File: config.mk
export PLATFORM = sky130hd
export DESIGN_NAME = data_ram_arbiter
export DESIGN_NICKNAME = d
export VERILOG_FILES = /design/src/rtl/data_ram_arbiter_pkg.sv /design/src/rtl/data_ram_arbiter_rr2.sv /design/src/rtl/data_ram_arbiter.sv
export SDC_FILE = /design/constraint.sdc
export NUM_CORES = 1
export LEC_CHECK = 0
export CORE_AREA = 5 5 117 119
export CTS_BUF_LIST = sky130_fd_sc_hd__clkbuf_4 sky130_fd_sc_hd__clkbuf_8
export CTS_CLUSTER_DIAMETER = 80
export DETAILED_ROUTE_END_ITERATION = 7
export DIE_AREA = 0 0 122 124
export PLACE_DENSITY = 0.71
export SYNTH_ARGS = -nofsm -noshare
export SYNTH_HDL_FRONTEND = slang
export SYNTH_SLANG_ARGS = --single-unit
File: constraint.sdc
create_clock -name clk -period 6.5 [get_ports clk]
set_input_delay 0.65 -clock clk [delete_from_list [all_inputs] [get_ports clk]]
set_output_delay 0.65 -clock clk [all_outputs]
set_load 0.02 [all_outputs]
File: src/rtl/data_ram_arbiter_pkg.sv
// Shared types and constants for the data_ram arbiter and its picker.
package data_ram_arbiter_pkg;

  typedef enum logic [1:0] {
    ARB_IDLE = 2'd0,
    ARB_OWN0 = 2'd1,
    ARB_OWN1 = 2'd2
  } arb_state_e;

  // Master identifiers as stored in last_gnt
  localparam logic ARB_M0 = 1'b0;
  localparam logic ARB_M1 = 1'b1;

  localparam logic CHIP_ENABLE  = 1'b1;
  localparam logic WRITE_ENABLE = 1'b1;

  // Saturating increment used by the M1 starvation counter
  function automatic logic [3:0] sat_inc4(input logic [3:0] val, input logic [3:0] max_val);
    return (val >= max_val) ? max_val : val + 4'd1;
  endfunction

endpackage

File: src/rtl/data_ram_arbiter_rr2.sv
// Two-way grant picker: single requester wins outright; on contention either
// round-robin against the last winner or fixed M0 priority with a force-M1 override.
module data_ram_arbiter_rr2
  import data_ram_arbiter_pkg::*;
(
  input  logic [1:0] i_req,
  input  logic       i_last,
  input  logic       i_fixed,
  input  logic       i_force1,
  output logic [1:0] o_gnt
);

  // One-hot grant selection
  always_comb begin
    o_gnt = 2'b00;
    case (i_req)
      2'b01: o_gnt = 2'b01;
      2'b10: o_gnt = 2'b10;
      2'b11: begin
        if (i_fixed) begin
          o_gnt = i_force1 ? 2'b10 : 2'b01;
        end else begin
          o_gnt = (i_last == ARB_M1) ? 2'b01 : 2'b10;
        end
      end
      default: o_gnt = 2'b00;
    endcase
  end

endmodule

File: src/rtl/data_ram_arbiter.sv
// Arbitrates the single-port data_ram between the CPU MEM stage (M0) and a
// DMA/debug loader (M1). One access per cycle, optional bus lock per master.
module data_ram_arbiter
  import data_ram_arbiter_pkg::*;
#(
  parameter int ADDR_W     = 32,
  parameter int DATA_W     = 32,
  parameter int FIXED_PRIO = 0,
  parameter int MAX_WAIT   = 4
) (
  input  logic                clk,
  input  logic                rst,
  input  logic                m0_req,
  input  logic                m0_we,
  input  logic [ADDR_W-1:0]   m0_addr,
  input  logic [DATA_W/8-1:0] m0_sel,
  input  logic [DATA_W-1:0]   m0_wdata,
  input  logic                m0_lock,
  output logic                m0_gnt,
  output logic                m0_rvalid,
  output logic [DATA_W-1:0]   m0_rdata,
  input  logic                m1_req,
  input  logic                m1_we,
  input  logic [ADDR_W-1:0]   m1_addr,
  input  logic [DATA_W/8-1:0] m1_sel,
  input  logic [DATA_W-1:0]   m1_wdata,
  input  logic                m1_lock,
  output logic                m1_gnt,
  output logic                m1_rvalid,
  output logic [DATA_W-1:0]   m1_rdata,
  output logic                ram_ce,
  output logic                ram_we,
  output logic [ADDR_W-1:0]   ram_addr,
  output logic [DATA_W/8-1:0] ram_sel,
  output logic [DATA_W-1:0]   ram_wdata,
  input  logic [DATA_W-1:0]   ram_rdata
);

  localparam logic [3:0] MAX_WAIT_C = 4'(MAX_WAIT);
  localparam logic       FIXED_C    = (FIXED_PRIO != 0);

  arb_state_e        r_state;
  logic              r_last_gnt;
  logic [3:0]        r_wait_cnt;
  logic [1:0]        r_rvalid;
  logic [DATA_W-1:0] r_rdata [2];

  logic [1:0] w_pick_gnt;
  logic [1:0] w_gnt;
  logic [1:0] w_rd_req;

  data_ram_arbiter_rr2 u_pick (
    .i_req    ({m1_req, m0_req}),
    .i_last   (r_last_gnt),
    .i_fixed  (FIXED_C),
    .i_force1 (r_wait_cnt == MAX_WAIT_C),
    .o_gnt    (w_pick_gnt)
  );

  // Final grant: picker when idle, owner only when locked, nothing in reset
  always_comb begin
    w_gnt = 2'b00;
    if (rst) begin
      case (r_state)
        ARB_IDLE: w_gnt = w_pick_gnt;
        ARB_OWN0: w_gnt = {1'b0, m0_req};
        ARB_OWN1: w_gnt = {m1_req, 1'b0};
        default:  w_gnt = 2'b00;
      endcase
    end
  end

  assign m0_gnt   = w_gnt[0];
  assign m1_gnt   = w_gnt[1];
  assign w_rd_req = {w_gnt[1] & ~m1_we, w_gnt[0] & ~m0_we};

  // Steer the granted master onto the RAM port; all zero when nobody is granted
  always_comb begin
    ram_ce    = 1'b0;
    ram_we    = 1'b0;
    ram_addr  = '0;
    ram_sel   = '0;
    ram_wdata = '0;
    if (w_gnt[0]) begin
      ram_ce    = CHIP_ENABLE;
      ram_we    = m0_we ? WRITE_ENABLE : 1'b0;
      ram_addr  = m0_addr;
      ram_sel   = m0_sel;
      ram_wdata = m0_wdata;
    end else if (w_gnt[1]) begin
      ram_ce    = CHIP_ENABLE;
      ram_we    = m1_we ? WRITE_ENABLE : 1'b0;
      ram_addr  = m1_addr;
      ram_sel   = m1_sel;
      ram_wdata = m1_wdata;
    end
  end

  // Ownership FSM, last-winner memory and M1 starvation counter
  always_ff @(posedge clk) begin
    if (!rst) begin
      r_state    <= ARB_IDLE;
      r_last_gnt <= ARB_M1;
      r_wait_cnt <= 4'd0;
    end else begin
      if (w_gnt[0]) begin
        r_last_gnt <= ARB_M0;
      end else if (w_gnt[1]) begin
        r_last_gnt <= ARB_M1;
      end

      if (m1_req && !w_gnt[1]) begin
        r_wait_cnt <= sat_inc4(r_wait_cnt, MAX_WAIT_C);
      end else begin
        r_wait_cnt <= 4'd0;
      end

      case (r_state)
        ARB_IDLE: begin
          if (w_gnt[0] && m0_lock) begin
            r_state <= ARB_OWN0;
          end else if (w_gnt[1] && m1_lock) begin
            r_state <= ARB_OWN1;
          end
        end
        ARB_OWN0: if (!(m0_req && m0_lock)) r_state <= ARB_IDLE;
        ARB_OWN1: if (!(m1_req && m1_lock)) r_state <= ARB_IDLE;
        default:  r_state <= ARB_IDLE;
      endcase
    end
  end

  genvar gi;
  generate
    for (gi = 0; gi < 2; gi++) begin : g_rd
      // Capture RAM read data for master gi at the edge closing its read grant
      always_ff @(posedge clk) begin
        if (!rst) begin
          r_rvalid[gi] <= 1'b0;
          r_rdata[gi]  <= '0;
        end else begin
          r_rvalid[gi] <= w_rd_req[gi];
          if (w_rd_req[gi]) begin
            r_rdata[gi] <= ram_rdata;
          end
        end
      end
    end
  endgenerate

  assign m0_rvalid = r_rvalid[0];
  assign m1_rvalid = r_rvalid[1];
  assign m0_rdata  = r_rdata[0];
  assign m1_rdata  = r_rdata[1];

endmodule
==> results of run 1 <==
-- layer usage --
layer | track usage, % | up-vias | share of wire [%]
li1 | - | 1529 | -
met5 | 0 | - | 0.72
met1 | 20.2 | 1547 | 34
met3 | 10.5 | 38 | 12
met4 | 8.61 | 16 | 2.9
met2 | 33.9 | 201 | 50
-- state kept, by name (all words and copies together) (netlist names) --
name and flops:
r_state 2, m1_rvalid 1, m0_rvalid 1, r_last_gnt 1, r_rdata 64
-- cell families (layout without fill, tap and decap cells) --
logic type | Yosys count | in the layout | synth area share, %
flops | 69 | 69 | 61.3
compound gates | 73 | 73 | 19.3
simple gates | 74 | 74 | 14.2
mux | 1 | 1 | 0.304
buf+inv | 25 | 334 | 4.89
other cells | 0 | 1 | 0
-- how the worst max path moves through the flow --
stage	slack [ps]	cells after the start	from	end
after floorplan	3920	5	m0_req	r_rdata[0][0]
after global placement	2260	6	m0_req	ram_wdata[29]
after detailed placement	2150	6	m0_req	ram_addr[10]
after CTS	2150	6	m0_req	ram_addr[10]
after global routing	1930	6	m0_req	ram_addr[10]
final	2140	6	m0_req	ram_wdata[25]
-- metrics by stage --
step | setup slack (ps) | instances
2_1_floorplan | 3920 | 242
3_3_place_gp | 2260 | 707
3_5_place_dp | 2150 | 707
4_1_cts | 2150 | 723
5_1_grt | 1930 | 724
6_report | 2140 | 724
-- final cells by class --
| cell class | count | area (um^2) |
|---|---|---|
| Tap cell | 172 | 215 |
| Clock inverter | 6 | 62.6 |
| Inverter | 2 | 7.51 |
| Clock buffer | 10 | 131 |
| Timing Repair Buffer | 316 | 3160 |
| Antenna cell | 1 | 2.50 |
| Multi-Input combinational cell | 148 | 1140 |
| Fill cell | 1116 | 5730 |
| Sequential cell | 69 | 2020 |
-- synth_stat cells --
master	n
a211oi_2	1
a21oi_1	1
a22o_1	68
and2_1	66
and3_1	1
and4_1	1
buf_2	9
buf_4	1
buf_6	7
clkbuf_1	6
dfxtp_1	5
edfxtp_1	64
inv_1	2
mux2i_1	1
nand2b_1	2
nand3b_1	1
nor2b_1	2
o211ai_1	2
o21a_1	1
or3b_1	1
-- power by group through the flow --
stage | logic, uW | clock network, uW | registers [uW]
floorplan | 112 | 0 | 560
global placement | 378 | 0 | 529
detailed placement | 382 | 0 | 530
CTS | 383 | 351 | 520
global route | 396 | 373 | 522
finish | 379 | 344 | 520
-- tightest hold or removal path: stages, from the launching register on --
cell and delay (ps):
dfxtp_1 380, inv_1 90, o211ai_1 110
==> reports/results.tsv, run 1 <==
stage	metric	value	unit
worst_setup_path	critPathMaxFanout	40	
floorplanning	initial_core_util	26.5	%
clocking	cts_max_level	3	
worst_setup_path	path_common_cell	clkdlybuf4s50_1	
run	maxCapViolCount	0	
floorplanning	die_w	122	um
finish	stdcell_area	6740	um^2
sta	fin_worst_skew	6.63	ps
clocking	cts_buffer_depth	2	
power_and_ir_drop	ir_drop	0.0882	mV
hold_path	hp-start	r_last_gnt	
routing	routed_wl	16000	um
logic_synthesis	synth_top_area_share	58.3	%
worst_setup_path	cp_slowest_cell	and3_2	
clocking	cts_setup_buffers	0	
sta	whs	638	ps
routing	dr_total_vias	3331	
global_route	grt_usage	19.8	%
sta	setup_violations	0	
placement	dpl.hpwl	13400	um
worst_setup_path	crit_arrival	3710	ps
logic_synthesis	yosys.area.top_type	edfxtp_1	
power_and_ir_drop	power_frac_seq	41.8	%
finish	final_cell_mix	313 x clkdlybuf4s50_1, 68 x a22o_1, 66 x and2_1	
finish	mostFrequentLayoutCell	clkdlybuf4s50_1	
routing	avgViaCountPerCell	4.60	
worst_setup_path	reg2reg_slack	3420	ps
power_and_ir_drop	p_per_area	185	nW/um^2
logic_synthesis	ys_warn_count	0	
worst_setup_path	path_buf_inv	3	
routing	route.detailed.drc	0	
logic_synthesis	synthCells	242	
finish	drive_above_1_share	4.17	%
sta	fmax	0.229	GHz
logic_synthesis	ys_ff_latch	69	
clocking	cts_tree	built	
worst_setup_path	end_kind	primary output	
logic_synthesis	yosysSeqAreaShare	61.3	%
sta	report.final.slew_viol_count	0	
placement	dpl_cell_area	6540	um^2
worst_setup_path	worstSetupPathType	primary input to primary output	
routing	initialDrtViolationCount	246	
global_route	grt_pass1_vias	3493	
worst_setup_path	cpPeakStageDelay	790	ps
sta	rsz0062_at_grt	no	
routing	wire_per_inst	22.1	um
power_and_ir_drop	power_frac_comb	30.5	%
finish	nets	722	
sta	finalCriticalPeriod	4360	ps
logic_synthesis	syn_area	3300	um^2
sta	max-slew-margin-rel	29.2	%
routing	drtAntennaViolNets	0	
power_and_ir_drop	power_switching_share	27.2	%
logic_synthesis	synth_area_leaders	edfxtp_1 58%, a22o_1 18%, and2_1 13%, dfxtp_1 3.0%, buf_6 2.4%	
global_route	grt_pass1_wl	21400	um
power_and_ir_drop	total_power	1240	uW
clocking	cts_repair_resize_count	0	
hold_path	min_to	r_last_gnt	
routing	firstDrtPassIters	4	
clocking	path_clk_slew	70	ps
floorplanning	fp.dieH	124	um
worst_setup_path	cp-start-kind	primary input	
hold_path	holdPathStages	2	
hold_path	hp-class	register to register	
status	outcome	complete, no violations	
sta	fin_crit_sh	67.1	%
floorplanning	boundaryPins	314	
power_and_ir_drop	pwr-share-clk	27.7	%
global_route	grt_max_degree	55	
finish	synthToLayoutAreaGrowth	104	%
clocking	cts_hold_buffers	0	
logic_synthesis	synthDistinctLibCells	20	
logic_synthesis	synth_nets	418	
worst_setup_path	worst_path_dominant_cell_family	buffers and inverters	
clocking	cts_sinks	69	
placement	port_buffers	313	
placement	finalWeightedCongestion	0.859	
clocking	root_buffer	clkbuf_8	
floorplanning	coreArea	12500	um^2
worst_setup_path	r2r-start	r_state[1]	
floorplanning	row_count	41	
worst_setup_path	path_cells	clkdlybuf4s50_1 -> nor2b_1 -> and3_2 -> buf_4 -> a22o_1 -> clkdlybuf4s50_1	
worst_setup_path	rr_worst_depth	3	
global_route	grt_overflow	0	
power_and_ir_drop	internal-power	905	uW
worst_setup_path	r2r-end	r_rdata[0][11]	
worst_setup_path	required	5850	ps
finish	post-route-util	54.0	%
floorplanning	dieArea	15100	um^2
power_and_ir_drop	power.leakage	0.00249	uW
clocking	numCtsBuffers	9	
power_and_ir_drop	p_switching	339	uW
clocking	clock_latency	330	ps
global_route	antenna_found_initial	9	
sta	setup_tns	0	ps
logic_synthesis	avgSynthCellArea	13.6	um^2
sta	tightest_slew	1060	ps
sta	finalHoldViolCount	0	
No activity file was read; power rests on OpenSTA's default activity.
==> run 2, diff against run 1 <==
--- a/config.mk
+++ b/config.mk
@@ -5,12 +5,12 @@
 export SDC_FILE = /design/constraint.sdc
 export NUM_CORES = 1
 export LEC_CHECK = 0
-export CORE_AREA = 5 5 117 119
+export CORE_AREA = 5 5 118 120
 export CTS_BUF_LIST = sky130_fd_sc_hd__clkbuf_4 sky130_fd_sc_hd__clkbuf_8
 export CTS_CLUSTER_DIAMETER = 80
 export DETAILED_ROUTE_END_ITERATION = 7
-export DIE_AREA = 0 0 122 124
-export PLACE_DENSITY = 0.71
+export DIE_AREA = 0 0 123 125
+export PLACE_DENSITY = 0.73
 export SYNTH_ARGS = -nofsm -noshare
 export SYNTH_HDL_FRONTEND = slang
 export SYNTH_SLANG_ARGS = --single-unit
==> constraint.sdc (replaced) <==
create_clock -name clk -period 3.62 [get_ports clk]
set_input_delay 0.362 -clock clk [delete_from_list [all_inputs] [get_ports clk]]
set_output_delay 0.362 -clock clk [all_outputs]
set_load 0.02 [all_outputs]
==> reports/results.tsv, run 2 (synthesized netlist as in run 1, its figures left out) <==
stage	metric	value	unit
status	outcome	complete, no violations	
finish	largest_reg_flops	64	
sta	whs	592	ps
finish	regMostFlops	r_rdata	
sta	setup_violations	0	
run	maxCapViolCount	0	
sta	fin_crit_sh	87.7	%
sta	report.final.slew_viol_count	0	
global_route	grt_pass1_wl	21500	um
clocking	cts_repair_resize_count	0	
power_and_ir_drop	total_power	2300	uW
global_route	grt_max_degree	71	
floorplanning	initial_core_util	25.6	%
sta	fmax	0.315	GHz
routing	drtAntennaViolNets	0	
floorplanning	dieArea	15400	um^2
finish	nets	724	
clocking	path_clk_slew	70	ps
routing	route.detailed.drc	0	
worst_setup_path	critPathMaxFanout	39	
sta	finalCriticalPeriod	3180	ps
hold_path	hp-start	m1_lock	
clocking	cts_sinks	69	
global_route	grt_pass1_vias	3541	
worst_setup_path	cp-start-kind	primary input	
clocking	cts_buffer_depth	2	
worst_setup_path	rr_worst_depth	3	
clocking	root_buffer	clkbuf_8	
clocking	cts_hold_buffers	0	
worst_setup_path	crit_start	m1_req	
floorplanning	row_count	42	
clocking	cts_tree	built	
finish	seq_area	2020	um^2
routing	dr_total_vias	3290	
global_route	grt_overflow	0	
worst_setup_path	required	3260	ps
sta	tightest_slew	857	ps
global_route	antenna_found_initial	0	
placement	port_buffers	313	
routing	firstDrtPassIters	6	
finish	mostFrequentLayoutCell	clkdlybuf4s50_1	
sta	fin_worst_skew	4.77	ps
finish	drive_above_1_share	4.52	%
finish	final_cell_mix	313 x clkdlybuf4s50_1, 68 x a22o_1, 66 x and2_1	
worst_setup_path	worstSetupPathType	primary input to primary output	
worst_setup_path	crit_arrival	2810	ps
sta	setup_tns	0	ps
routing	initialDrtViolationCount	152	
clocking	cts_max_level	3	
finish	multi_input_area	1140	um^2
finish	fillers	1131	
clocking	numCtsBuffers	9	
worst_setup_path	r2r-start	r_last_gnt	
placement	dpl.hpwl	12400	um
routing	routed_wl	15100	um
clocking	cts_setup_buffers	0	
global_route	grt_usage	18.8	%
routing	avgViaCountPerCell	4.51	
sta	rsz0062_at_grt	no	
worst_setup_path	reg2reg_slack	1570	ps
finish	synthToLayoutAreaGrowth	106	%
power_and_ir_drop	p_per_area	339	nW/um^2
floorplanning	boundaryPins	314	
routing	wire_per_inst	20.7	um
clocking	clock_latency	340	ps
sta	finalHoldViolCount	0	
floorplanning	die_w	123	um
floorplanning	fp.dieH	125	um
power_and_ir_drop	ir_drop	0.189	mV
hold_path	holdPathStages	2	
sta	max-slew-margin-rel	42.9	%
power_and_ir_drop	power.leakage	0.00253	uW
worst_setup_path	end_kind	primary output	
placement	finalWeightedCongestion	0.867	
hold_path	min_to	r_state[1]	
hold_path	hp-class	primary input to register	
finish	reg_top3	r_rdata x64, r_state x2	
finish	antenna_cells	0	
worst_setup_path	r2r-end	r_rdata[0][28]	
floorplanning	coreArea	12900	um^2
run 2: cell types whose count changed in the layout (fill, tap and decap cells not counted):
cell / before / now
clkinvlp_4: 2 / 0
diode_2: 1 / 0
clkinv_4: 0 / 1
buf_12: 0 / 2
bufinv_16: 1 / 2
run 2: layout make-up:
class | count | share of cell area [%]
Inverter | 2 | 0.110
Sequential cell | 69 | 29.7
Clock buffer | 10 | 1.93
Clock inverter | 6 | 1.27
Timing Repair Buffer | 318 | 47.0
Tap cell | 176 | 3.24
Multi-Input combinational cell | 148 | 16.8
run 2: through the flow:
step / area [um^2] / instances / util (%) / worst slack (ps)
6_report: 6800 / 729 / 52.8 / 444
5_1_grt: 6800 / 729 / 52.8 / 293
4_1_cts: 6800 / 729 / 52.8 / 429
2_1_floorplan: 3300 / 242 / - / 1330
3_3_place_gp: 6590 / 713 / 51.1 / 437
3_5_place_dp: 6590 / 713 / 51.1 / 439
run 2: worst max-delay path by stage:
stage / to / slack (ps) / cells past startpoint
6_report: ram_addr[24] / 440 / 6
5_1_grt: ram_addr[24] / 290 / 5
4_1_cts: ram_addr[25] / 430 / 6
3_5_place_dp: ram_addr[25] / 440 / 6
3_3_place_gp: ram_addr[24] / 440 / 6
2_1_floorplan: r_rdata[0][0] / 1330 / 5
run 2: worst max-delay path, stage by stage:
cell and delay, ps:
clkdlybuf4s50_1 490, or3b_1 390, and3_2 460, buf_12 270
a22o_1 250, clkdlybuf4s50_1 580
run 2: layer usage:
| layer | GRT usage [%] | part of all wire (%) | vias up |
|---|---|---|---|
| li1 | - | - | 1534 |
| met1 | 18.2 | 33 | 1533 |
| met2 | 34.5 | 53 | 196 |
| met3 | 8.54 | 11 | 27 |
| met4 | 6.97 | 3.2 | 0 |
| met5 | 0 | 0 | - |
run 2: power breakdown:
part           total, uW  leakage, uW  switching, uW  internal (uW)
Clock                688     0.000112            292            396
Sequential           933     0.000712           14.0            919
Combinational        682      0.00171            296            386
Total               2300      0.00253            602           1700
